==> config.mk <==
export PLATFORM = sky130hd
export DESIGN_NAME = note_select_ctrl
export DESIGN_NICKNAME = d
export VERILOG_FILES = /design/src/rtl/note_pkg.sv /design/src/rtl/btn_debounce.sv /design/src/rtl/note_select_ctrl.sv
export SDC_FILE = /design/constraint.sdc
export NUM_CORES = 1
export LEC_CHECK = 0
export CAP_MARGIN = 20
export CORE_ASPECT_RATIO = 0.9
export CORE_MARGIN = 4
export CORE_UTILIZATION = 40
export CTS_BUF_LIST = sky130_fd_sc_hd__clkbuf_4
export CTS_CLUSTER_DIAMETER = 50
export DETAILED_ROUTE_END_ITERATION = 12
export PLACE_DENSITY = 0.64
export SYNTH_ARGS = -nofsm -noshare
export SYNTH_HDL_FRONTEND = slang
export SYNTH_SLANG_ARGS = --single-unit
==> constraint.sdc <==
create_clock -name clk -period 2.4 [get_ports clk]
set_input_delay 0.48 -clock clk [delete_from_list [all_inputs] [get_ports clk]]
set_output_delay 0.48 -clock clk [all_outputs]
set_load 0.01 [all_outputs]
==> src/rtl/note_pkg.sv <==
// ---------------------------------------------------------------------------
// note_pkg
//   Shared definitions for the guitar note front end and the tone generator.
//   - NOTE_W and the note codes A..G (0..6)
//   - noteState_t : FSM state type (IDLE / SOUNDING), also used downstream
//   - encodeFrets : highest pressed fret wins, no fret gives the open note
// ---------------------------------------------------------------------------
package note_pkg;

   localparam int NOTE_W = 3;

   localparam logic [NOTE_W-1:0] NOTE_A = 3'd0;
   localparam logic [NOTE_W-1:0] NOTE_B = 3'd1;
   localparam logic [NOTE_W-1:0] NOTE_C = 3'd2;
   localparam logic [NOTE_W-1:0] NOTE_D = 3'd3;
   localparam logic [NOTE_W-1:0] NOTE_E = 3'd4;
   localparam logic [NOTE_W-1:0] NOTE_F = 3'd5;
   localparam logic [NOTE_W-1:0] NOTE_G = 3'd6;

   typedef enum logic {
      IDLE     = 1'b0,
      SOUNDING = 1'b1
   } noteState_t;

   // Ascending scan so the highest set index is the one left standing.
   function automatic logic [NOTE_W-1:0] encodeFrets(
      input logic [6:0]        frets,
      input logic [NOTE_W-1:0] openNote
   );
      logic [NOTE_W-1:0] code;
      code = openNote;
      for (int i = 0; i < 7; i++) begin
         if (frets[i]) begin
            code = NOTE_W'(i);
         end
      end
      return code;
   endfunction

endpackage

==> src/rtl/btn_debounce.sv <==
// ---------------------------------------------------------------------------
// btn_debounce
//   Two-flop synchroniser followed by a stability counter. The debounced
//   level only flips once the synchronised input has disagreed with it for
//   CYCLES consecutive clocks; any agreeing sample restarts the count.
// Parameters
//   CYCLES : consecutive disagreeing samples needed to accept a change (>=1)
// Ports
//   clk   in  system clock
//   rst_n in  asynchronous active-low reset
//   raw   in  raw asynchronous button input
//   level out debounced level
//   rise  out one-cycle pulse, registered with the 0->1 change of level
// ---------------------------------------------------------------------------
module btn_debounce #(
   parameter int CYCLES = 250_000
) (
   input  logic clk,
   input  logic rst_n,
   input  logic raw,
   output logic level,
   output logic rise
);

   localparam int CNT_W = $clog2(CYCLES + 1);
   localparam logic [CNT_W-1:0] CNT_LAST = CNT_W'(CYCLES - 1);

   logic             syncMeta;
   logic             syncOut;
   logic [CNT_W-1:0] stableCnt;

   always_ff @(posedge clk or negedge rst_n) begin
      if (!rst_n) begin
         syncMeta  <= 1'b0;
         syncOut   <= 1'b0;
         stableCnt <= '0;
         level     <= 1'b0;
         rise      <= 1'b0;
      end else begin
         syncMeta <= raw;
         syncOut  <= syncMeta;
         rise     <= 1'b0;
         if (syncOut == level) begin
            stableCnt <= '0;
         end else if (stableCnt == CNT_LAST) begin
            // This sample is the CYCLES-th disagreeing one: accept it.
            level     <= syncOut;
            rise      <= syncOut;
            stableCnt <= '0;
         end else begin
            stableCnt <= stableCnt + CNT_W'(1);
         end
      end
   end

endmodule

==> src/rtl/note_select_ctrl.sv <==
// ---------------------------------------------------------------------------
// note_select_ctrl
//   Player-input front end for the guitar tone generator. Debounces seven
//   fret buttons and a strum button; each strum latches the encoded fret as
//   a note code and opens the gate for SUSTAIN_CYCLES clocks.
// Build option
//   NOTE_LEGATO_EN : while sounding, a change of the encoded fret re-latches
//                    note_code and pulses note_trig without reloading the
//                    sustain time (hammer-on / pull-off).
// Parameters
//   DEBOUNCE_CYCLES : clocks a button must hold a new level (>=1)
//   SUSTAIN_CYCLES  : clocks note_gate stays high per strum (>=1)
//   OPEN_NOTE       : code latched when strummed with no fret pressed
// Ports
//   clk       in  system clock
//   rst_n     in  asynchronous active-low reset
//   fret_btn  in  raw fret buttons, bit i = note code i, 1 = pressed
//   strum_btn in  raw strum button, 1 = pressed
//   note_code out selected note code (registered)
//   note_gate out high while the note sounds
//   note_trig out one-cycle pulse on every new note latch
// ---------------------------------------------------------------------------
module note_select_ctrl
   import note_pkg::*;
#(
   parameter int                DEBOUNCE_CYCLES = 250_000,
   parameter int                SUSTAIN_CYCLES  = 25_000_000,
   parameter logic [NOTE_W-1:0] OPEN_NOTE       = NOTE_E
) (
   input  logic              clk,
   input  logic              rst_n,
   input  logic [6:0]        fret_btn,
   input  logic              strum_btn,
   output logic [NOTE_W-1:0] note_code,
   output logic              note_gate,
   output logic              note_trig
);

   localparam int SUS_W = $clog2(SUSTAIN_CYCLES + 1);
   localparam logic [SUS_W-1:0] SUS_LOAD = SUS_W'(SUSTAIN_CYCLES - 1);

   logic [6:0]        fretLevel;
   logic [6:0]        unusedFretRise;
   logic              unusedStrumLevel;
   logic              strumRise;
   logic [NOTE_W-1:0] fretEnc;

   noteState_t        state;
   noteState_t        stateNext;
   logic [SUS_W-1:0]  sustainCnt;
   logic [SUS_W-1:0]  sustainCntNext;
   logic [NOTE_W-1:0] codeReg;
   logic [NOTE_W-1:0] codeNext;
   logic              trigReg;
   logic              trigNext;
`ifdef NOTE_LEGATO_EN
   logic [NOTE_W-1:0] encPrev;
`endif

   // ---------------- input conditioning ----------------
   generate
      for (genvar gi = 0; gi < 7; gi++) begin : gFret
         btn_debounce #(.CYCLES(DEBOUNCE_CYCLES)) uFretDb (
            .clk   (clk),
            .rst_n (rst_n),
            .raw   (fret_btn[gi]),
            .level (fretLevel[gi]),
            .rise  (unusedFretRise[gi])
         );
      end
   endgenerate

   btn_debounce #(.CYCLES(DEBOUNCE_CYCLES)) uStrumDb (
      .clk   (clk),
      .rst_n (rst_n),
      .raw   (strum_btn),
      .level (unusedStrumLevel),
      .rise  (strumRise)
   );

   assign fretEnc = encodeFrets(fretLevel, OPEN_NOTE);

   // ---------------- state register ----------------
   always_ff @(posedge clk or negedge rst_n) begin
      if (!rst_n) begin
         state      <= IDLE;
         sustainCnt <= '0;
         codeReg    <= OPEN_NOTE;
         trigReg    <= 1'b0;
`ifdef NOTE_LEGATO_EN
         encPrev    <= OPEN_NOTE;
`endif
      end else begin
         state      <= stateNext;
         sustainCnt <= sustainCntNext;
         codeReg    <= codeNext;
         trigReg    <= trigNext;
`ifdef NOTE_LEGATO_EN
         encPrev    <= fretEnc;
`endif
      end
   end

   // ---------------- next-state logic ----------------
   // A strum takes priority over everything, including the expiry cycle,
   // so a re-strum on the last gate clock extends the note seamlessly.
   always_comb begin
      stateNext      = state;
      sustainCntNext = sustainCnt;
      codeNext       = codeReg;
      trigNext       = 1'b0;
      if (strumRise) begin
         stateNext      = SOUNDING;
         sustainCntNext = SUS_LOAD;
         codeNext       = fretEnc;
         trigNext       = 1'b1;
      end else if (state == SOUNDING) begin
         if (sustainCnt == '0) begin
            stateNext = IDLE;
         end else begin
            sustainCntNext = sustainCnt - SUS_W'(1);
`ifdef NOTE_LEGATO_EN
            if (fretEnc != encPrev) begin
               codeNext = fretEnc;
               trigNext = 1'b1;
            end
`endif
         end
      end
   end

   // ---------------- outputs ----------------
   // Gate decodes the state register directly, so an asynchronous reset
   // mutes the note without waiting for a clock.
   always_comb begin
      note_code = codeReg;
      note_trig = trigReg;
      note_gate = (state == SOUNDING);
   end

endmodule
==> results of run 1 <==
worst min path at each step:
stage / startpoint / end / slack (ns) / depth (start not counted)
3_3_place_gp: uStrumDb.syncMeta / uStrumDb.syncOut / 0.33 / 0
6_report: fret_btn[3] / gFret[3].uFretDb.syncMeta / 0.31 / 1
5_1_grt: fret_btn[3] / gFret[3].uFretDb.syncMeta / 0.25 / 1
3_5_place_dp: gFret[6].uFretDb.syncMeta / gFret[6].uFretDb.syncOut / 0.34 / 0
2_1_floorplan: rst_n / gFret[0].uFretDb.level / 0.18 / 0
4_1_cts: strum_btn / uStrumDb.syncMeta / 0.26 / 1
cell usage in the layout (no fill, tap or decap), types with 2 or more instances in the layout:
master / n
clkbuf_4: 17
inv_1: 21
nand2_1: 56
a211o_1: 2
xor2_1: 67
nand3b_1: 7
o21ai_1: 2
nor2_1: 197
ha_1: 10
dfrtp_1: 198
clkinv_2: 2
mux2_2: 8
nand4_1: 40
buf_4: 12
or4_1: 2
a21oi_1: 11
and3_1: 31
nor4b_1: 8
o21ai_0: 7
or2_2: 6
o31ai_1: 6
clkdlybuf4s50_1: 13
nand3_1: 56
buf_12: 2
clkinvlp_4: 4
nand2b_1: 2
nor4_1: 19
xnor2_1: 78
nor2b_1: 7
inv_6: 6
o211ai_1: 2
and4_1: 5
or3_1: 6
nor3_1: 26
kinds of logic after synthesis:
family | count (synthesis) | share of synthesized area (%)
buf+inv | 39 | 1.59
mux | 9 | 1.09
compound gates | 38 | 2.66
fa+ha+maj | 10 | 1.36
flops | 199 | 54.0
simple gates | 479 | 25.5
xor+xnor | 145 | 13.8
flip-flops by register name, summed over array words and instances, names as in the netlist, 3 cells and up:
signal                   count
gFret.uFretDb.stableCnt    126
sustainCnt                  25
uStrumDb.stableCnt          18
gFret.uFretDb.level          7
gFret.uFretDb.syncMeta       7
gFret.uFretDb.syncOut        7
note_code                    3
where the power goes:
| group | internal [mW] | total, mW | switching (mW) |
|---|---|---|---|
| combinational | 0.0624 | 0.195 | 0.132 |
| clock | 0.538 | 1.72 | 1.18 |
| sequential | 3.40 | 3.44 | 0.0399 |
critical path, delay by kind of cell, from the launching register on:
family	cells	cell delay [ns]
flops	1	0.44
compound gates	1	0.23
simple gates	4	1.51
routing by layer:
layer  GRT usage, %  share of wire (%)
met1           19.7                 52
met2           19.8                 44
met3           3.09                2.5
met4           3.01               0.89
met5              0                  0
stage by stage:
step / hold WS [ns] / area, um^2
after detailed placement: 0.336 / 9800
after global placement: 0.335 / 9800
after global routing: 0.252 / 10100
after CTS: 0.258 / 10100
after floorplan: 0.184 / 9220
final: 0.315 / 10100
layout make-up:
class	instances	area (um^2)
Clock inverter	15	143
Timing Repair Buffer	29	284
Antenna cell	1	2.50
Clock buffer	17	128
Tap cell	297	372
Fill cell	2145	12500
Multi-Input combinational cell	681	4090
Sequential cell	199	4980
Inverter	21	78.8
what timing repair did:
item,4_1_cts,5_1_grt
endpoints found under the hold margin,43,0
setup buffers,0,0
hold buffers,1,0
==> reports/qor.yml, run 1 <==
status:
  status: "completed"
clocking:
  tritoncts: "done"
  cts.repair.resized: 0
  clockRootBuffer: "clkbuf_4"
  cts_max_path_buffers: 2
  clk_pin_slew_ns: 0.18
  cts_max_level: 4
  clk_latency_ns: 0.59
  cts-buffers-inserted: 17
  clock_sinks: 199
floorplanning:
  chipWidth_um: 168
  num_rows: 52
  die_h_um: 152
  initial_core_util_pct: 40.8
  ios: 15
  core_um2: 22600
  dieArea_um2: 25500
timing:
  fin_skew_ns: 0.0268
  fin_crit_sh_pct: 93.2
  fmax_mhz: 447
  setup_tns_ns: 0
  fin_crit_ns: 2.24
  worst_pin_slew_ns: 0.591
  rsz0062_at_grt: "false"
  slew-limit-headroom_pct: 60.3
  hold_viol_final: 0
  maxSlewViolCount: 0
  setup_viol_count_final: 0
  setup_ws_ns: 0.164
synthesis:
  synthFlopType: "dfrtp_1"
  synth_edf_count: 0
  async_flop_share_pct: 100
  synth_area_leader_cell: "dfrtp_1"
  synth-seq-cells: 199
  yosys.area.top_type_share_pct: 53.7
  synth_area_leaders: "dfrtp_1 (54%), nor2_1 (8.0%), xnor2_1 (7.4%)"
  ys_seq_area_share_pct: 54.0
  netlist-cell-type-count: 50
  netlist_area_um2: 9220
  synthTopCellsByCount: "dfrtp_1 (198), nor2_1 (197), xnor2_1 (78), xor2_1 (67)"
  yosysMostFrequentCell: "dfrtp_1"
  synth_cells: 919
  syn_area_per_cell_um2: 10.0
  synth_warnings: 0
  syn_nets: 939
global_routing:
  track_usage_pct: 13.2
  first_global_vias: 6063
  antenna_found_initial: 1
  grt-ovfl-total: 0
  grt_start_max_net_pins: 58
  grt_pass1_wl_mm: 28.9
critical_path:
  cp.required_ns: 2.91
  r2r_setup_slack_ns: 0.16
  critPathSlowestCell: "or4_4"
  r2r_start: "sustainCnt[7]"
  endpoint_kind: "flop"
  start_kind: "flop"
  r2r-end: "sustainCnt[16]"
  cp-endpoint: "sustainCnt[16]"
  critical_path_class: "reg2reg"
  crit_fanout: 7
  reg2regPathDepth: 5
  worstSetupStartpoint: "sustainCnt[7]"
  cp.arrival_ns: 2.74
  critical-path-max-stage-delay_ns: 0.58
  worstPathCellList: "or4_4 > or3_4 > a21o_1 > or4_1 > nand3_1"
routing:
  dr.pass1.iters: 4
  drt_iter0_markers: 304
  wl_mm: 16.2
  viasPerCell: 4.98
  antenna_left: 0
  wire_per_inst_um: 12.8
  via_count: 6279
  route.detailed.drc: 0
run:
  cap_violations: 0
placement:
  hpwl_mm: 10.9
  gp_congestion: 0.799
  preCtsSetupSlack_ns: 0.181
  placedCellCount: 1226
  port_buffers: 14
power_and_ir_drop:
  powerDensity_nw_per_um2: 531
  irDropWorstVdd_mv: 0.399
  total_power_mw: 5.36
  leakagePower_nw: 4.39
finish:
  drive_above_1_share_pct: 7.07
  finalNonFillerCells: 1260
  area_growth_pct: 9.34
  final_net_count: 969
  post-route-util_pct: 44.6
hold_path:
  hp-class: "in2reg"
(Power assumes the default switching activity.)
==> run 2: changes to the inputs <==
--- a/config.mk
+++ b/config.mk
@@ -7,7 +7,7 @@
 export LEC_CHECK = 0
 export CAP_MARGIN = 20
 export CORE_ASPECT_RATIO = 0.9
-export CORE_MARGIN = 4
+export CORE_MARGIN = 2
 export CORE_UTILIZATION = 40
 export CTS_BUF_LIST = sky130_fd_sc_hd__clkbuf_4
 export CTS_CLUSTER_DIAMETER = 50
==> run 2 against run 1 <==
Count of clock-buffer cells in the layout is the same. Critical path type unchanged. Maximum frequency shrank 0.25%. Worst setup slack lost 0.0057 ns. Routed wire length shrank 1.7%. Clock power grew 30%. Flip-flop and latch count is the same. Global-route usage grew 1.2 points.
==> reports/qor.yml, run 2 (synthesis results as in run 1) <==
timing:
  setup_tns_ns: 0
  worst_pin_slew_ns: 0.572
  hold_viol_final: 0
  fmax_mhz: 446
  slew-limit-headroom_pct: 61.6
  setup_viol_count_final: 0
  fin_crit_ns: 2.24
  fin_crit_sh_pct: 93.4
  maxSlewViolCount: 0
  rsz0062_at_grt: "false"
  fin_skew_ns: 0.0240
finish:
  multi_input_area_um2: 4090
  register_area_um2: 4980
  reg.largest.list: "gFret.uFretDb.stableCnt x126, sustainCnt x25, uStrumDb.stableCnt x18"
  diodes: 0
  drive_above_1_share_pct: 7.08
  finalInstanceArea_um2: 10200
  final_net_count: 968
  area_growth_pct: 10.7
  final_cell_mix: "dfrtp_1 (198), nor2_1 (197), xnor2_1 (78)"
  finalNonFillerCells: 1258
  fillCellCount: 2111
  regMostFlops: "gFret.uFretDb.stableCnt"
  mostFrequentLayoutCell: "dfrtp_1"
  largest_reg_flops: 126
run:
  cap_violations: 0
floorplanning:
  ios: 15
  dieArea_um2: 24300
  chipWidth_um: 164
  core_um2: 22600
  die_h_um: 148
  initial_core_util_pct: 40.8
  num_rows: 52
routing:
  drt_iter0_markers: 232
  wl_mm: 15.9
  routed-wl-met2_mm: 7.18
  route.detailed.drc: 0
  wl_met1_mm: 8.16
  wire_per_inst_um: 12.6
  via_count: 6327
  top_layer_used: "met4"
  viasPerCell: 5.03
  detailroute.wirelength.met3_um: 351
  dr.pass1.iters: 4
  antenna_left: 0
critical_path:
  start_kind: "flop"
  crit_fanout: 7
  endpoint_kind: "flop"
  cp.required_ns: 2.92
  critical_path_class: "reg2reg"
  cp.arrival_ns: 2.76
  r2r_setup_slack_ns: 0.16
placement:
  placedCellCount: 1224
  port_buffers: 14
  gp_congestion: 0.808
  post_dp_cell_area_um2: 9790
  hpwl_mm: 10.9
clocking:
  clockRootBuffer: "clkbuf_4"
  tritoncts: "done"
  cts_max_level: 4
  cts-buffers-inserted: 17
  clock_sinks: 199
  clk_pin_slew_ns: 0.16
  cts_max_path_buffers: 2
  clk_latency_ns: 0.59
power_and_ir_drop:
  irDropWorstVdd_mv: 0.362
  leakagePower_nw: 4.46
  powerDensity_nw_per_um2: 576
global_routing:
  first_global_vias: 6294
  grt_start_max_net_pins: 51
  grt-ovfl-total: 0
  antenna_found_initial: 0
  track_usage_pct: 14.4
  grt_pass1_wl_mm: 28.7
hold_path:
  hp-class: "in2reg"
status:
  status: "completed"
## run 2: final timing paths
kind                                                  end  cells after the start               from
max                                        sustainCnt[16]                      5      sustainCnt[7]
min                             gFret[5].uFretDb.syncMeta                      1        fret_btn[5]
max reg2reg                                sustainCnt[16]                      5      sustainCnt[7]
min reg2reg                              uStrumDb.syncOut                      0  uStrumDb.syncMeta
max in group asynchronous  gFret[6].uFretDb.stableCnt[17]                      3              rst_n
min in group asynchronous  gFret[4].uFretDb.stableCnt[11]                      2              rst_n
## run 2: where the power goes
group          total (mW)  internal (mW)  switching (mW)
clock network        2.24           1.07            1.18
logic               0.196         0.0647           0.132
registers            3.44           3.40          0.0387
total                5.88           4.53            1.35
## run 2: layout make-up
class	instances	share of cell area, %
tap	297	3.64
sequential	199	48.8
clock buffer	17	1.25
timing repair buffer	28	2.83
inverter	21	0.772
multi-input combinational	681	40.1
clock inverter	15	2.57
## run 2: timing repair
item                                    CTS  global route
hold endpoints to repair                 42             0
hold buffers                              1             0
buffers inserted                          0             1
endpoints found under the setup margin    0             1
gates resized for setup                   0             2
## run 2: per-layer routing
| metal | GRT usage, % | up-vias |
|---|---|---|
| met5 | 0 | - |
| met3 | 3.03 | 14 |
| met1 | 20.2 | 3077 |
| met2 | 22.5 | 49 |
| met4 | 4.43 | 0 |
| li1 | - | 3187 |
## run 2: critical path: stages (launching register included)
cell and delay, ns:
dfrtp_1 0.44, or4_4 0.58, or3_4 0.44, a21o_1 0.24
or4_1 0.41, nand3_1 0.09
## run 2: through the flow
| step | setup slack, ns | hold WS [ns] | total power [mW] | utilization, % |
|---|---|---|---|---|
| floorplan | 0.232 | 0.184 | 3.58 | - |
| global placement | 0.180 | 0.336 | 3.70 | 43.4 |
| detailed placement | 0.155 | 0.335 | 3.71 | 43.4 |
| CTS | 0.132 | 0.262 | 5.98 | 45.2 |
| global route | 0.0265 | 0.248 | 6.15 | 45.2 |
| finish | 0.159 | 0.307 | 5.88 | 45.2 |
